`config.mk`:
```
export PLATFORM = sky130hd
export DESIGN_NAME = jackpot_game
export DESIGN_NICKNAME = d
export VERILOG_FILES = /design/src/rtl/jackpot_pkg.sv /design/src/rtl/jackpot_tick_gen.sv /design/src/rtl/jackpot_game.sv
export SDC_FILE = /design/constraint.sdc
export NUM_CORES = 1
export LEC_CHECK = 0
export BUFFER_PORTS_ARGS = -buffer_cell sky130_fd_sc_hd__buf_2
export CAP_MARGIN = 25
export CORE_ASPECT_RATIO = 1.75
export CORE_UTILIZATION = 35
export DETAILED_ROUTE_END_ITERATION = 6
export SLEW_MARGIN = 20
export SYNTH_ARGS = -nofsm -noshare
export SYNTH_HDL_FRONTEND = slang
export SYNTH_SLANG_ARGS = --single-unit
```
`constraint.sdc`:
```
create_clock -name CLOCK -period 5.25 [get_ports CLOCK]
set_clock_uncertainty 0.15 [all_clocks]
set_input_delay 0.525 -clock CLOCK [delete_from_list [all_inputs] [get_ports CLOCK]]
set_output_delay 0.525 -clock CLOCK [all_outputs]
set_load 0.05 [all_outputs]
```
`src/rtl/jackpot_pkg.sv`:
```
// -----------------------------------------------------------------------------
// jackpot_pkg
// Shared types and constants for the jackpot reaction game.
//   jp_state_t    : game state (RUN = light walking, WIN = blink sequence)
//   jp_dir_t      : ping-pong walk direction (DIR_DOWN = toward LSB)
//   JP_ARM_CYCLES : cycles after reset release before switch edges count
//   jp_lvl_w()    : width of the level counter for a given number of levels
// -----------------------------------------------------------------------------
package jackpot_pkg;

    typedef enum logic {
        RUN = 1'b0,
        WIN = 1'b1
    } jp_state_t;

    typedef enum logic {
        DIR_DOWN = 1'b0,
        DIR_UP   = 1'b1
    } jp_dir_t;

    localparam int JP_ARM_CYCLES = 3;

    // A single level still needs a one-bit register to hold the value 0.
    function automatic int jp_lvl_w(input int levels);
        return (levels > 1) ? $clog2(levels) : 1;
    endfunction

endpackage

```
`src/rtl/jackpot_tick_gen.sv`:
```
// -----------------------------------------------------------------------------
// jackpot_tick_gen
// Step-rate divider. Produces a one-cycle step pulse every
// max(DIV_BASE >> level, 1) clock cycles.
// Ports:
//   i_clk    in   clock, rising edge
//   i_rst_n  in   asynchronous active-low reset
//   i_level  in   current speed level (selects the period)
//   i_clear  in   restart the period from zero on the next cycle
//   o_step   out  step pulse, high in the last cycle of each period
// -----------------------------------------------------------------------------
module jackpot_tick_gen #(
    parameter int DIV_BASE = 62_500_000,
    parameter int LEVELS   = 4,
    parameter int LVL_W    = 2
) (
    input  logic             i_clk,
    input  logic             i_rst_n,
    input  logic [LVL_W-1:0] i_level,
    input  logic             i_clear,
    output logic             o_step
);
    import jackpot_pkg::*;

    localparam int CNT_W = $clog2(DIV_BASE + 1);

    logic [CNT_W-1:0] r_cnt;
    logic [31:0]      w_period_raw;
    logic [31:0]      w_period;

    // Period for the current level; a shift down to zero is held at one so
    // the fastest levels step every cycle instead of never.
    always_comb begin
        w_period_raw = 32'(DIV_BASE) >> i_level;
        if (w_period_raw == 32'd0) begin
            w_period = 32'd1;
        end else begin
            w_period = w_period_raw;
        end
    end

    // '>=' keeps the divider live even if the counter ever sits beyond the
    // current period.
    assign o_step = (32'(r_cnt) >= (w_period - 32'd1));

    // Step counter: wraps on each step, restarts on clear.
    always_ff @(posedge i_clk or negedge i_rst_n) begin
        if (!i_rst_n) begin
            r_cnt <= {CNT_W{1'b0}};
        end else if (i_clear || o_step) begin
            r_cnt <= {CNT_W{1'b0}};
        end else begin
            r_cnt <= r_cnt + CNT_W'(1);
        end
    end

endmodule

```
`src/rtl/jackpot_game.sv`:
```
// -----------------------------------------------------------------------------
// jackpot_game
// A one-hot light walks across LEDS (rotate or ping-pong). A switch rising
// edge landing on the lit LED scores a hit, plays a blink sequence in WIN,
// and raises the speed level for the next round.
// Ports:
//   CLOCK     in   board clock, rising edge
//   RESET     in   asynchronous active-low reset
//   SWITCHES  in   [N_LEDS]  asynchronous slide switches
//   MODE      in   0 = rotate, 1 = ping-pong (sampled at each step)
//   LEDS      out  [N_LEDS]  light pattern
//   SCORE     out  [SCORE_W] saturating hit count
//   LEVEL     out  current speed level
//   WIN       out  high while the blink sequence plays
// Build option:
//   JACKPOT_MISS_PENALTY_EN  when defined, a switch edge in RUN that misses
//                            the lit LED drops LEVEL to 0 and SCORE by one.
// -----------------------------------------------------------------------------
module jackpot_game #(
    parameter int N_LEDS    = 4,
    parameter int DIV_BASE  = 62_500_000,
    parameter int LEVELS    = 4,
    parameter int WIN_STEPS = 6,
    parameter int SCORE_W   = 8
) (
    input  logic                                         CLOCK,
    input  logic                                         RESET,
    input  logic [N_LEDS-1:0]                            SWITCHES,
    input  logic                                         MODE,
    output logic [N_LEDS-1:0]                            LEDS,
    output logic [SCORE_W-1:0]                           SCORE,
    output logic [((LEVELS > 1) ? $clog2(LEVELS) : 1)-1:0] LEVEL,
    output logic                                         WIN
);
    import jackpot_pkg::*;

    localparam int LVL_W   = jp_lvl_w(LEVELS);
    localparam int ARM_W   = $clog2(JP_ARM_CYCLES + 1);
    localparam int BLINK_W = $clog2(WIN_STEPS + 1);

    localparam logic [N_LEDS-1:0]  LEDS_MSB  = {1'b1, {(N_LEDS-1){1'b0}}};
    localparam logic [N_LEDS-1:0]  LEDS_ALL  = {N_LEDS{1'b1}};
    localparam logic [N_LEDS-1:0]  LEDS_NONE = {N_LEDS{1'b0}};
    localparam logic [SCORE_W-1:0] SCORE_MAX = {SCORE_W{1'b1}};
    localparam logic [LVL_W-1:0]   LEVEL_MAX = LVL_W'(LEVELS - 1);

    // Switch input path
    logic [N_LEDS-1:0] r_meta;
    logic [N_LEDS-1:0] r_sync;
    logic [N_LEDS-1:0] r_sync_d;
    logic [N_LEDS-1:0] r_edge;
    logic [ARM_W-1:0]  r_arm;
    logic              w_armed;

    // Game state
    jp_state_t         r_state;
    jp_state_t         w_state_nxt;
    jp_dir_t           r_dir;
    jp_dir_t           w_dir_nxt;
    logic [N_LEDS-1:0] r_leds;
    logic [N_LEDS-1:0] w_leds_nxt;
    logic [SCORE_W-1:0] r_score;
    logic [SCORE_W-1:0] w_score_nxt;
    logic [LVL_W-1:0]  r_level;
    logic [LVL_W-1:0]  w_level_nxt;
    logic [BLINK_W-1:0] r_blink;
    logic [BLINK_W-1:0] w_blink_nxt;
    logic              w_clear;
    logic              w_step;
    logic              w_hit;
    logic              w_blink_last;

    assign w_armed      = (r_arm == ARM_W'(JP_ARM_CYCLES));
    assign w_hit        = (r_state == jackpot_pkg::RUN) && (|(r_edge & r_leds));
    assign w_blink_last = (r_blink == BLINK_W'(WIN_STEPS - 1));

`ifdef JACKPOT_MISS_PENALTY_EN
    logic w_miss;
    assign w_miss = (r_state == jackpot_pkg::RUN) && (|r_edge) && !w_hit;
`endif

    jackpot_tick_gen #(
        .DIV_BASE (DIV_BASE),
        .LEVELS   (LEVELS),
        .LVL_W    (LVL_W)
    ) u_tick (
        .i_clk   (CLOCK),
        .i_rst_n (RESET),
        .i_level (r_level),
        .i_clear (w_clear),
        .o_step  (w_step)
    );

    // Two-stage synchroniser, rising-edge register and post-reset arm delay.
    // Edges are suppressed until armed so a switch held through reset,
    // which looks like a 0->1 change as the synchroniser fills, never scores.
    always_ff @(posedge CLOCK or negedge RESET) begin
        if (!RESET) begin
            r_meta   <= LEDS_NONE;
            r_sync   <= LEDS_NONE;
            r_sync_d <= LEDS_NONE;
            r_edge   <= LEDS_NONE;
            r_arm    <= {ARM_W{1'b0}};
        end else begin
            r_meta   <= SWITCHES;
            r_sync   <= r_meta;
            r_sync_d <= r_sync;
            r_edge   <= w_armed ? (r_sync & ~r_sync_d) : LEDS_NONE;
            if (!w_armed) begin
                r_arm <= r_arm + ARM_W'(1);
            end else begin
                r_arm <= r_arm;
            end
        end
    end

    // FSM state register.
    always_ff @(posedge CLOCK or negedge RESET) begin
        if (!RESET) begin
            r_state <= jackpot_pkg::RUN;
        end else begin
            r_state <= w_state_nxt;
        end
    end

    // FSM next-state logic.
    always_comb begin
        w_state_nxt = r_state;
        case (r_state)
            jackpot_pkg::RUN: begin
                if (w_hit) begin
                    w_state_nxt = jackpot_pkg::WIN;
                end else begin
                    w_state_nxt = jackpot_pkg::RUN;
                end
            end
            jackpot_pkg::WIN: begin
                if (w_step && w_blink_last) begin
                    w_state_nxt = jackpot_pkg::RUN;
                end else begin
                    w_state_nxt = jackpot_pkg::WIN;
                end
            end
            default: w_state_nxt = jackpot_pkg::RUN;
        endcase
    end

    // Next values for the light pattern, direction, score, level and blink
    // count. A hit is checked against the pre-step pattern and takes priority
    // over a coincident step, which is then dropped.
    always_comb begin
        w_leds_nxt  = r_leds;
        w_dir_nxt   = r_dir;
        w_score_nxt = r_score;
        w_level_nxt = r_level;
        w_blink_nxt = r_blink;
        w_clear     = 1'b0;
        case (r_state)
            jackpot_pkg::RUN: begin
                if (w_hit) begin
                    w_leds_nxt  = LEDS_ALL;
                    w_score_nxt = (r_score != SCORE_MAX) ? r_score + SCORE_W'(1) : r_score;
                    w_level_nxt = (r_level != LEVEL_MAX) ? r_level + LVL_W'(1) : r_level;
                    w_blink_nxt = {BLINK_W{1'b0}};
                    w_clear     = 1'b1;
`ifdef JACKPOT_MISS_PENALTY_EN
                end else if (w_miss) begin
                    w_level_nxt = {LVL_W{1'b0}};
                    w_score_nxt = (r_score != {SCORE_W{1'b0}}) ? r_score - SCORE_W'(1) : r_score;
                    w_clear     = 1'b1;
`endif
                end else if (w_step) begin
                    if (!MODE) begin
                        w_leds_nxt = {r_leds[0], r_leds[N_LEDS-1:1]};
                    end else if (r_dir == DIR_DOWN) begin
                        // Bounce off bit 0: the end LED stays lit for one step.
                        if (r_leds[0]) begin
                            w_dir_nxt  = DIR_UP;
                            w_leds_nxt = {r_leds[N_LEDS-2:0], 1'b0};
                        end else begin
                            w_leds_nxt = {1'b0, r_leds[N_LEDS-1:1]};
                        end
                    end else begin
                        if (r_leds[N_LEDS-1]) begin
                            w_dir_nxt  = DIR_DOWN;
                            w_leds_nxt = {1'b0, r_leds[N_LEDS-1:1]};
                        end else begin
                            w_leds_nxt = {r_leds[N_LEDS-2:0], 1'b0};
                        end
                    end
                end else begin
                    w_leds_nxt = r_leds;
                end
            end
            jackpot_pkg::WIN: begin
                if (w_step) begin
                    if (w_blink_last) begin
                        w_leds_nxt  = LEDS_MSB;
                        w_dir_nxt   = DIR_DOWN;
                        w_blink_nxt = {BLINK_W{1'b0}};
                        w_clear     = 1'b1;
                    end else begin
                        w_leds_nxt  = ~r_leds;
                        w_blink_nxt = r_blink + BLINK_W'(1);
                    end
                end else begin
                    w_leds_nxt = r_leds;
                end
            end
            default: begin
                w_leds_nxt  = LEDS_MSB;
                w_dir_nxt   = DIR_DOWN;
                w_blink_nxt = {BLINK_W{1'b0}};
                w_clear     = 1'b1;
            end
        endcase
    end

    // Datapath registers.
    always_ff @(posedge CLOCK or negedge RESET) begin
        if (!RESET) begin
            r_leds  <= LEDS_MSB;
            r_dir   <= DIR_DOWN;
            r_score <= {SCORE_W{1'b0}};
            r_level <= {LVL_W{1'b0}};
            r_blink <= {BLINK_W{1'b0}};
        end else begin
            r_leds  <= w_leds_nxt;
            r_dir   <= w_dir_nxt;
            r_score <= w_score_nxt;
            r_level <= w_level_nxt;
            r_blink <= w_blink_nxt;
        end
    end

    // FSM outputs, all taken straight from registers.
    always_comb begin
        LEDS  = r_leds;
        SCORE = r_score;
        LEVEL = r_level;
        WIN   = (r_state == jackpot_pkg::WIN);
    end

endmodule

```
### Yosys cells after proc, flatten, opt, wreduce, memory -nomap -nowiden

Index checks and enable logic that the tools add are counted.

| operators by class | value |
|---|---|
| order comparisons | 1 |
| bitwise gates (word level) | 5 |
| muxes and demuxes | 31 |
| eq/ne operators | 11 |
| reductions and logical operators | 10 |
| shift operators | 1 |
| add/subtract/negate cells | 6 |

Operators with widths:

| kind | count |
|---|---|
| two-way mux 4 bit | 9 |
| >= comparator 26 x 32 -> 1 bit | 1 |
| zero test 32 bit | 1 |
| two-way mux 32 bit | 1 |
| right shift 26 x 2 -> 32 bit (first input constant) | 1 |
| subtractor 32 x 1 -> 32 bit (second input constant) | 1 |
| adder 26 x 1 -> 26 bit (second input constant) | 1 |
| two-way mux 26 bit | 1 |
| two-way mux 1 bit | 12 |
| two-way mux 3 bit | 3 |
| adder 8 x 1 -> 8 bit (second input constant) | 1 |
| bitwise AND 4 bit | 2 |
| inequality test 2 bit (second input constant) | 4 |
| inequality test 8 bit (second input constant) | 1 |
| NOT 4 bit | 2 |
| case mux 4 bit (2 select lines) | 1 |
| inequality test 2 x 1 -> 1 bit (second input constant) | 3 |
| case mux 1 bit (2 select lines) | 3 |
| case mux 3 bit (2 select lines) | 1 |
| AND reduction 3 bit | 2 |
| AND reduction 5 bit | 1 |
| adder 2 x 1 -> 2 bit (second input constant) | 2 |
| AND reduction 2 bit | 2 |
| OR reduction 4 bit | 1 |
| 7 further kinds | 8 |

| storage, ports and cells | value |
|---|---|
| register bits after elaboration | 63 |
| input bits | 7 |
| logic and storage cells | 77 |

### Logic depth before layout (Yosys ltp)

Gate-level depths: netlist of run 1.

| depth | value |
|---|---|
| word-level depth | 9 |
| depth in mapped cells | 14 |

### By module

A second synthesis of run 1 with hierarchy kept.

| second synthesis, totals | value |
|---|---|
| cells, all modules | 342 |
| area, all modules | 3,631.0 um2 |

Modules (own cells, without submodules):

| module | seq. area each (um2) | area an instance (um2) | cells an instance | instances |
|---|---|---|---|---|
| jackpot_tick_gen | 650.6 | 2,042.0 | 212 | 1 |
| jackpot_game | 927.1 | 1,589.0 | 130 | 1 |

### Least setup slack after synthesis of run 1

OpenSTA, ideal clock, no wires.

| timing | value |
|---|---|
| kind | reg-to-reg |
| from | register r_level[0] (netlist: LEVEL[0]) |
| to | register r_leds[3] (netlist: LEDS[3]) |
| library setup time | 0.082 ns |
| arrival | 3.639 ns |
| data required time | 5.018 ns |
| stages on the path, launching flop included | 13 |
| clock period less this slack | 3.871 ns |
| setup slack | 1.379 ns |
| cells stage by stage | dfrtp_1 > inv_1 > ha_1 > or4_1 > o41ai_1 > ha_1 > a211oi_1 > o21bai_1 > a221oi_2 > o211ai_4 > nand2b_4 > buf_6 > mux2_4 |

| on the way | value |
|---|---|
| word-level cells in the longest chain between the ends | 7 |
| elaborated cells between the ends (all ways) | 8 |
| classes of those cells | add/sub (1); order compare (1); eq/ne (2); shift (1); mux (1); reduce/logical (2) |

RTL lines:

| item | RTL line | text |
|---|---|---|
| start: declaration | jackpot_game.sv:64 | `logic [LVL_W-1:0] r_level;` |
| start signal: assignment | jackpot_game.sv:225 | `r_level <= {LVL_W{1'b0}};` |
| start signal: assignment | jackpot_game.sv:231 | `r_level <= w_level_nxt;` |
| right shift 26 x 2 -> 32 bit (*) | jackpot_tick_gen.sv:34 | `w_period_raw = 32'(DIV_BASE) >> i_level;` |
| zero test 32 bit | jackpot_tick_gen.sv:35 | `if (w_period_raw == 32'd0) begin` |
| two-way mux 32 bit (*) | jackpot_tick_gen.sv:35 |  |
| subtractor 32 x 1 -> 32 bit (*) | jackpot_tick_gen.sv:44 | `assign o_step = (32'(r_cnt) >= (w_period - 32'd1));` |
| >= comparator 26 x 32 -> 1 bit (*) | jackpot_tick_gen.sv:44 |  |
| inequality test 3 x 2 -> 1 bit (no line) / inequality test 2 x 1 -> 1 bit (equally long branches) | -- |  |
| AND reduction 2 bit (no line) (*) | -- |  |
| end signal: assignment | jackpot_game.sv:228 | `r_leds <= w_leds_nxt;` |
| end: declaration | jackpot_game.sv:60 | `logic [N_LEDS-1:0] r_leds;` |

Mark *: on every way between the ends. The rest lies on a longest branch, timed or not.
A chain may end at the register's enable or synchronous reset.

### Worst setup path after layout of run 1

Same ends and word-level chain as after synthesis.

==> impl_results.md, run 1 <==
- Status: finished clean
- FF-to-FF path depth: 11
- Initial Utilization: a little over a third
- Post-DP HPWL: 4810 um
- CP Capture Type: register
- Overall Power: approximately 1.4 mW
- Layout Nets: about 380
- Post-synth top flop: dfrtp_1
- Root buffer cell: clkbuf_16
- YS warnings: 0
- Top Ports: 22
- Filler Cell Count: between 800 and 900
- Critical Path Start: LEVEL[0]
- Crit share post-route: roughly three quarters
- Max-cap viol count: 0
- 1st-iter DRT viols: 68
- Inserted Clock Buffers: 9
- Hold path start: SWITCHES[3]
- # hold bufs at CTS: 0
- I/O Buffers: 21
- Arrival @ worst endpoint: 3980 ps
- Syn_nets: 360
- First-pass GRT wire length: approximately 12000 um
- DRC Markers: 0
- R2r setup slk: between 1000 and 1500 ps
- CP Buf/Inv Count: 1
- Library cells used by synthesis: between 40 and 50
- Slowest-stage cell, CP: or4_1
- Kind of critical path: reg2reg
- Worst r2r dst: LEDS[3]
- Worst Path Required: between 5000 and 6000 ps
- Post-synthesis area per instance: ~11 um^2
- Post-Syn Instances: roughly 320
- Aggregate global-route resource usage: between 10 and 15%
- Worst VDD drop: 0.257 mV
- Max Slew Vio Count: 0
- Routability cong.: between 0.8 and 0.9
- Chip height: roughly 130 um
- Vias: 2360
- FF+latch count, synth: 63
- Final setup vio count: 0
- End-of-flow core utilization: ~41%
- Antenna Cells: 0
- Sequential area share after synthesis: a little under half
- Post CTS Setup Buffer Count: 0
- Post-route cell area: 0.00392 mm^2
- Placed inst area: 0.00363 mm^2
- Synth Cell Area: 0.00342 mm^2
- Antenna violations before repair: 0
- Crit-path max FO: 27
- Die X: 76.8 um
- Syn-to-layout area delta: 14.4%
- Crit-path cells: inv_1 > ha_1 > or4_1 > o41ai_1 > ha_1 > a211oi_1 > o21bai_1 > a221oi_2 > o211ai_4 > nand2b_4 > mux2_4
- Async SR Flop Fraction: 100%
- Post-route ant nets: 0
- Hold depth: 1
- EDFF count, synth: 0
- LEAKAGE: 1.87 nW
- H-tree depth: 3
- Worst slew margin: between 40 and 50%
- CP Launch Type: register
- TritonCTS clock tree: yes
- Congestion Overflow GR: 0
- Layout cell share with drive strength beyond 1: roughly 14%
- Drt via density: roughly 5
- Clock slew seen by the registers of the worst setup and hold paths: ~50 ps
- Final Routed Wirelength: approximately 6600 um
- Hold Crit Class: in2reg
- Router iterations before antenna repair: 4
- Cell area power density: 359 mW/mm^2
- Commonest non-fill, non-tap cell in the layout: dfrtp_1
- Hold Path End: r_meta[3]
- Die Area: ~0.010 mm^2
- RSZ-0062 raised after global routing: no
- Insertion delay to the later sink of the worst-skew pair: around 330 ps
- Vias in the first global route: between 2000 and 3000
- Finished Layout Cells: 468
- Commonest non-fill, non-tap cells in the layout: 62 x dfrtp_1, 36 x ha_1, 33 x nand2_1, 32 x nor2_1, 24 x xor2_1
- Worst r2r src: LEVEL[0]
- Minimum clock period: around 3900 ps
- Pin count of the biggest net entering global routing: 64
- CTS resizes: 0
- WL/cell: about 14 um
- CP most frequent cell: ha_1
- TritonCTS Sinks: 63
- Achievable frequency: around 260 MHz
- Rows: 47
- Clk buf depth: 2
- Delay-heaviest family, CP: compound AO/OA/AOI/OAI gates
- Dpl cells: ~450
- Setup TNS: 0 ps
- Slew @ Worst Pin: 779 ps
- Hold Violations, Final: 0
- CORE AREA: between 0.009 and 0.01 mm^2
- Slowest stage delay, CP: 530 ps
==> registers in the layout, indices dropped and copies added (netlist names) <==
signal and cells:
r_blink 3, r_sync_d 4, LEVEL 2, WIN 1, u_tick.r_cnt 26, r_sync 4, LEDS 4, r_edge 4
SCORE 8, r_dir 1, r_arm 2, r_meta 4
==> cells by family (layout without fill, tap and decap cells) <==
group | Yosys count | count (layout) | synth area share (%)
flip-flops | 63 | 63 | 46.1
AO/OA/AOI/OAI | 42 | 42 | 9.72
AND/OR/NAND/NOR | 114 | 114 | 16.7
buffers and inverters | 19 | 48 | 2.81
multiplexers | 9 | 9 | 2.89
XOR/XNOR | 34 | 34 | 8.70
adder cells (fa/ha/maj) | 36 | 36 | 13.2
==> area by class of cell <==
class / count / area [um^2] / area share (%)
clock buffers: 12 / 256 / 6.55
repair buffers: 22 / 113 / 2.88
inverters: 10 / 37.5 / 0.958
well taps: 122 / 153 / 3.90
multi-input cells: 235 / 1750 / 44.7
clock inverters: 4 / 28.8 / 0.735
flip-flops and latches: 63 / 1580 / 40.3
==> layer usage <==
layer / GRT usage [%] / share of wire, % / vias to the layer above
met5: 0 / 0 / -
met4: 8.12 / 2.8 / 0
met3: 3.31 / 2.8 / 12
met2: 27.7 / 56 / 28
met1: 14.0 / 39 / 1146
li1: - / - / 1174
==> worst max-delay path by stage <==
stage | to | cells past startpoint
final | LEDS[3] | 11
after global routing | LEDS[3] | 11
after CTS | LEDS[3] | 11
after detailed placement | LEDS[3] | 11
after global placement | LEDS[3] | 11
after floorplan | LEDS[3] | 12
==> power breakdown <==
group	switching, mW	internal, mW	total (mW)
sequential	0.0537	0.529	0.583
clock	0.208	0.345	0.553
combinational	0.165	0.103	0.268
==> cell usage after synthesis, drive strengths merged (3+ instances only) <==
| cell | number | area, um^2 |
|---|---|---|
| a21oi | 10 | 50.1 |
| and3 | 7 | 43.8 |
| and3b | 3 | 26.3 |
| and4 | 8 | 70.1 |
| buf | 5 | 43.8 |
| clkbuf | 4 | 15.0 |
| dfrtp | 62 | 1550 |
| ha | 36 | 450 |
| inv | 10 | 37.5 |
| mux2 | 4 | 48.8 |
| mux2i | 5 | 50.1 |
| nand2 | 33 | 124 |
| nand3 | 14 | 70.1 |
| nand3b | 3 | 22.5 |
| nand4 | 6 | 37.5 |
| nor2 | 32 | 120 |
| nor3 | 3 | 15.0 |
| o21ai | 7 | 35.0 |
| o32ai | 3 | 26.3 |
| xnor2 | 10 | 87.6 |
| xor2 | 24 | 210 |
==> per-stage QoR <==
| stage | hold slack (ps) | setup WS [ps] |
|---|---|---|
| after floorplan | 79.4 | 1380 |
| after global placement | 182 | 1490 |
| after detailed placement | 185 | 1380 |
| after CTS | 139 | 1360 |
| after global routing | 140 | 1100 |
| final | 149 | 1370 |
(Power assumes the default switching activity.)
==> run 2, diff against run 1 <==
Clock period 5.25 ns to 3.5 ns, I/O delays scaled along.
==> impl_results.md, run 2 (same netlist as run 1, synthesis figures left out) <==
- Aggregate global-route resource usage: 15.0% (+0.47 points)
- Multi-input logic area: 0.00177 mm^2 (+1.1%)
- Status: finished clean
- Insertion delay to the later sink of the worst-skew pair: 330 ps (about the same)
- Max Slew Vio Count: 0 (unchanged)
- H-tree depth: 3 (unchanged)
- Filler Cell Count: 890 (-0.45%)
- Cell area power density: 573 mW/mm^2 (+60%)
- Chip height: 133 um (unchanged)
- Die X: 76.8 um (unchanged)
- Drt via density: 4.99 (-1.1%)
- Register area: 0.00159 mm^2 (+0.48%)
- Clock slew seen by the registers of the worst setup and hold paths: 50 ps (about the same)
- Worst slew margin: 46.5% (-1.6 points)
- Pin count of the biggest net entering global routing: 64 (unchanged)
- Clk buf depth: 2 (unchanged)
- Post-route cell area: 0.00409 mm^2 (+4.5%)
- Routability cong.: 0.784 (-8.3%)
- Syn-to-layout area delta: 19.5%
- Kind of critical path: reg2reg
- CORE AREA: 0.00947 mm^2 (unchanged)
- Top Ports: 22 (unchanged)
- Biggest register: u_tick.r_cnt
- CP Capture Type: register
- LEAKAGE: 1.95 nW (+4.4%)
- Post-DP HPWL: 4810 um (about the same)
- Arrival @ worst endpoint: 3430 ps (-550 ps)
- Largest register FFs: 26 (unchanged)
- Antenna violations before repair: 0 (unchanged)
- Crit-path max FO: 8 (-70%)
- WL/cell: 14.2 um (+1.5%)
- Rows: 47 (unchanged)
- Final Routed Wirelength: 6780 um (+3.4%)
- Router iterations before antenna repair: 4 (unchanged)
- Slew @ Worst Pin: 803 ps (+24.3 ps)
- Worst Path Required: 3600 ps (-1750 ps)
- CP Launch Type: register
- Max-cap viol count: 0 (unchanged)
- Power share of the sequential group: 37.3% (-4.2 points)
- I/O Buffers: 21 (unchanged)
- Die Area: 0.0102 mm^2 (unchanged)
- Final setup vio count: 0 (unchanged)
- Achievable frequency: 300 MHz (+16%)
- Worst VDD drop: 0.600 mV (+130%)
- Vias: 2379 (+0.81%)
- Vias in the first global route: 2461 (-2.3%)
- TritonCTS clock tree: yes
- Psw: 0.661 mW (+55%)
- TritonCTS Sinks: 63 (unchanged)
- Layout cell share with drive strength beyond 1: 17.7% (+3.3 points)
- Hold Violations, Final: 0 (unchanged)
- Placed inst area: 0.00367 mm^2 (+1.1%)
- Crit share post-route: 95.1% (+21 points)
- Post-route ant nets: 0 (unchanged)
- Combinational power share: 18.1% (-1.0 points)
- Clock power share: 44.7% (+5.3 points)
- Layout Nets: 393 (+2.3%)
- Setup TNS: 0 ps (unchanged)
- Hold Crit Class: in2async
- First-pass GRT wire length: 11900 um (+3.3%)
- Initial Utilization: 36.2% (unchanged)
- Minimum clock period: 3330 ps (-546 ps)
- Int Pwr: 1.68 mW (+72%)
- Antenna Cells: 0 (unchanged)
- Commonest non-fill, non-tap cell in the layout: dfrtp_1
- Switching share of power: 28.2% (-2.2 points)
- Commonest non-fill, non-tap cells in the layout: 60 x dfrtp_1, 36 x ha_1, 33 x nand2_1, 32 x nor2_1, 24 x xor2_1
- 1st-iter DRT viols: 60 (-12%)
- DRC Markers: 0 (unchanged)
- Root buffer cell: clkbuf_16
- Congestion Overflow GR: 0 (unchanged)
- RSZ-0062 raised after global routing: no
- Inserted Clock Buffers: 9 (unchanged)
-- run 2: cell types whose count changed in the layout (fill, tap and decap cells not counted), sizes merged --
cell         before  now
clkbuf           12   10
buf              22   27
dlygate4sd3       0    4
clkinv            1    2
clkinvlp          2    0
bufinv            0    3
-- run 2: worst paths after layout --
path                            cells past startpoint      start  slack, ps    endpoint
worst max-delay path                               12   LEVEL[0]        170  r_blink[0]
worst min-delay path                                2      RESET         40    SCORE[5]
worst max register to register                     12   LEVEL[0]        170  r_blink[0]
worst min register to register                      0  r_meta[0]        200   r_sync[0]
max in group asynchronous                           2      RESET       2550    LEVEL[1]
min in group CLOCK                                  0  r_meta[0]        200   r_sync[0]
-- run 2: area by class of cell --
class	instances	share of cell area, %
multi-input cells	235	43.2
flip-flops and latches	63	38.7
clock buffers	10	5.84
repair buffers	31	4.65
well taps	122	3.73
clock inverters	6	2.84
inverters	10	0.978
-- run 2: metal layers --
layer	share of wire, %	routed length [um]	global-route usage (%)
met2	51	3480	25.9
met4	3.0	200	8.23
met1	43	2940	16.8
met3	2.3	156	3.66
met5	0	0	0
-- run 2: critical path, cell delays in order, from the launching register on --
cell	delay, ps
dfrtp_4	470
inv_4	70
ha_1	230
or4_4	530
o41ai_2	220
ha_1	290
a211oi_1	210
o21bai_1	110
a221oi_2	320
o211ai_4	120
buf_4	190
nand2_1	120
mux2i_1	210
-- run 2: timing repair --
item                                   CTS  global route
hold buffers                             4             0
resized for setup                        0             3
buffers inserted                         0             1
setup endpoints to repair                0            26
endpoints found under the hold margin    4             0
-- run 2: per-stage QoR --
stage	total power, mW	hold WS [ps]	instances	setup slack, ps	utilization, %
floorplan	1.17	-95.6	317	28.1	-
global placement	1.29	183	456	198	38.8
finish	2.34	42.5	477	170	43.2
global route	2.47	118	477	17.8	43.2
CTS	2.37	69.9	476	71.5	42.9
detailed placement	1.30	188	456	95.5	38.8
-- run 2: power by group through the flow --
stage	combinational, mW	sequential, mW	clock [mW]
6_report	0.423	0.874	1.05
5_1_grt	0.482	0.887	1.10
4_1_cts	0.421	0.875	1.07
3_5_place_dp	0.413	0.888	0
3_3_place_gp	0.405	0.886	0
2_1_floorplan	0.255	0.919	0
==> run 3, diff against run 2 <==
Settings changed: PLACE_DENSITY_LB_ADDON set to 0.2.
==> impl_results.md, run 3 (same netlist as run 1, synthesis figures left out) <==
- Crit-path cells: inv_4 > ha_1 > or4_4 > o41ai_2 > ha_1 > a211oi_2 > o21bai_1 > a221oi_2 > o211ai_4 > buf_4 > nand2_1 > mux2i_1
- Die Area: 0.0102 mm^2 (unchanged)
- Top Ports: 22 (unchanged)
- Vias in the first global route: 2499 (+1.5%)
- I/O Buffers: 21 (unchanged)
- Inserted Clock Buffers: 9 (unchanged)
- Dpl ws: 58.7 ps (-36.8 ps)
- CP Capture Type: register
- TritonCTS clock tree: yes
- DRC Markers: 0 (unchanged)
- Overall Power: 2.21 mW (-5.9%)
- Worst slew margin: 56.8% (+10 points)
- Met1 wire length: 2870 um (-2.3%)
- Hold Violations, Final: 0 (unchanged)
- Power share of the sequential group: 39.7% (+2.4 points)
- First-pass GRT wire length: 12300 um (+3.3%)
- Insertion delay to the later sink of the worst-skew pair: 330 ps (about the same)
- Cell area power density: 543 mW/mm^2 (-5.2%)
- Highest routed layer: met4
- Slew @ Worst Pin: 648 ps (-155 ps)
- Chip height: 133 um (unchanged)
- Initial Utilization: 36.2% (unchanged)
- CP most frequent cell: ha_1
- Clk buf depth: 2 (unchanged)
- Die X: 76.8 um (unchanged)
- TritonCTS Sinks: 63 (unchanged)
- Worst Path Required: 3600 ps (about the same)
- Achievable frequency: 297 MHz (-1.2%)
- Layout Nets: 394 (+0.25%)
- Post-DP HPWL: 5020 um (+4.4%)
- Int Pwr: 1.52 mW (-9.5%)
- Final Routed Wirelength: 7040 um (+3.9%)
- Vias: 2410 (+1.3%)
- Biggest register: u_tick.r_cnt
- WL/cell: 14.7 um (+3.6%)
- CORE AREA: 0.00947 mm^2 (unchanged)
- Max-cap viol count: 0 (unchanged)
- Minimum clock period: 3370 ps (+39.5 ps)
- Switching share of power: 30.9% (+2.7 points)
- Router iterations before antenna repair: 4 (unchanged)
- Clock power share: 41.0% (-3.7 points)
- Routability cong.: 0.795 (+1.5%)
- Worst VDD drop: 0.322 mV (-46%)
- Slowest stage delay, CP: 530 ps (about the same)
- Post-route ant nets: 0 (unchanged)
- Root buffer cell: clkbuf_16
- Antenna Cells: 0 (unchanged)
- Clock slew seen by the registers of the worst setup and hold paths: 60 ps (about the same)
- Delay-heaviest family, CP: compound AO/OA/AOI/OAI gates
- Hold Crit Class: in2async
- Status: finished clean
- Max Slew Vio Count: 0 (unchanged)
- Syn-to-layout area delta: 18.6%
- 1st-iter DRT viols: 111 (+85%)
- Antenna violations before repair: 0 (unchanged)
- Largest register FFs: 26 (unchanged)
- Combinational power share: 19.4% (+1.3 points)
- Aggregate global-route resource usage: 15.7% (+0.62 points)
- Final setup vio count: 0 (unchanged)
- Arrival @ worst endpoint: 3470 ps (+40 ps)
- Kind of critical path: reg2reg
- Rows: 47 (unchanged)
- Congestion Overflow GR: 0 (unchanged)
- Commonest non-fill, non-tap cells in the layout: 60 x dfrtp_1, 36 x ha_1, 33 x nand2_1, 32 x nor2_1, 24 x xor2_1
- DR WL met3: 127 um (-19%)
- Commonest non-fill, non-tap cell in the layout: dfrtp_1
- Routed wl met2: 3870 um (+11%)
- Drt via density: 5.04 (+1.1%)
- Pin count of the biggest net entering global routing: 35 (-45%)
- H-tree depth: 3 (unchanged)
- Setup TNS: 0 ps (unchanged)
- CP Launch Type: register
- CP Buf/Inv Count: 2 (unchanged)
- Crit-path max FO: 8 (unchanged)
- Setup ws final: 130 ps (-39.5 ps)
- Slowest-stage cell, CP: or4_4
- LEAKAGE: 1.92 nW (-1.5%)
- Crit share post-route: 96.3% (+1.1 points)
- Layout cell share with drive strength beyond 1: 18.0% (+0.23 points)
- Psw: 0.682 mW (+3.3%)
run 3: cell count changes in the layout (fill, tap and decap cells not counted), sizes merged:
| cell | change |
|---|---|
| clkinvlp | +3 |
| bufinv | -2 |
| clkinv | -2 |
| inv | +2 |
| clkbuf | -1 |
| dlygate4sd3 | +1 |
run 3: final timing paths:
path	depth (start not counted)	endpoint	slack (ps)	from
max	12	r_blink[2]	130	LEVEL[0]
min	2	SCORE[6]	180	RESET
max reg2reg	12	r_blink[2]	130	LEVEL[0]
min reg2reg	0	r_sync[0]	200	r_meta[0]
max in group asynchronous	3	LEVEL[1]	2350	RESET
min in group CLOCK	0	r_sync[0]	200	r_meta[0]
run 3: power by group through the flow:
stage	registers, mW	logic (mW)	clock network [mW]
5_1_grt	0.886	0.488	0.961
3_5_place_dp	0.891	0.412	0
3_3_place_gp	0.889	0.406	0
6_report	0.875	0.427	0.904
2_1_floorplan	0.919	0.255	0
4_1_cts	0.879	0.420	0.928
run 3: metrics by stage:
step	utilization (%)	hold slack [ps]	area (um^2)	cells
after floorplan	-	-95.6	3430	317
after global placement	38.8	-0.971	3670	456
after detailed placement	38.8	1.75	3670	456
after CTS	42.5	181	4030	477
after global routing	42.9	182	4060	478
final	42.9	182	4060	478
run 3: routing by layer:
metal,global-route usage [%],up-vias
li1,-,1194
met1,17.1,1187
met2,28.3,19
met3,2.76,10
met4,8.23,0
met5,0,-
run 3: layout make-up:
| type | instances | area, um^2 |
|---|---|---|
| clock inverter | 7 | 78.8 |
| sequential | 63 | 1590 |
| timing repair buffer | 32 | 204 |
| inverter | 10 | 40.0 |
| tap | 122 | 153 |
| multi-input combinational | 235 | 1770 |
| fill | 919 | 5410 |
| clock buffer | 9 | 225 |
run 3: repair_timing:
item	CTS	global route
resized for setup	0	5
hold buffers	5	0
setup endpoints to repair	0	34
hold endpoints to repair	66	0
setup buffers	0	1
run 3: worst reg2reg max path, cell delays in order, from the launching register on:
cell      delay [ps]
dfrtp_4          450
inv_4             60
ha_1             230
or4_4            530
o41ai_2          260
ha_1             310
a211oi_2         220
o21bai_1         120
a221oi_2         300
o211ai_4         120
buf_4            190
nand2_1          120
mux2i_1          200
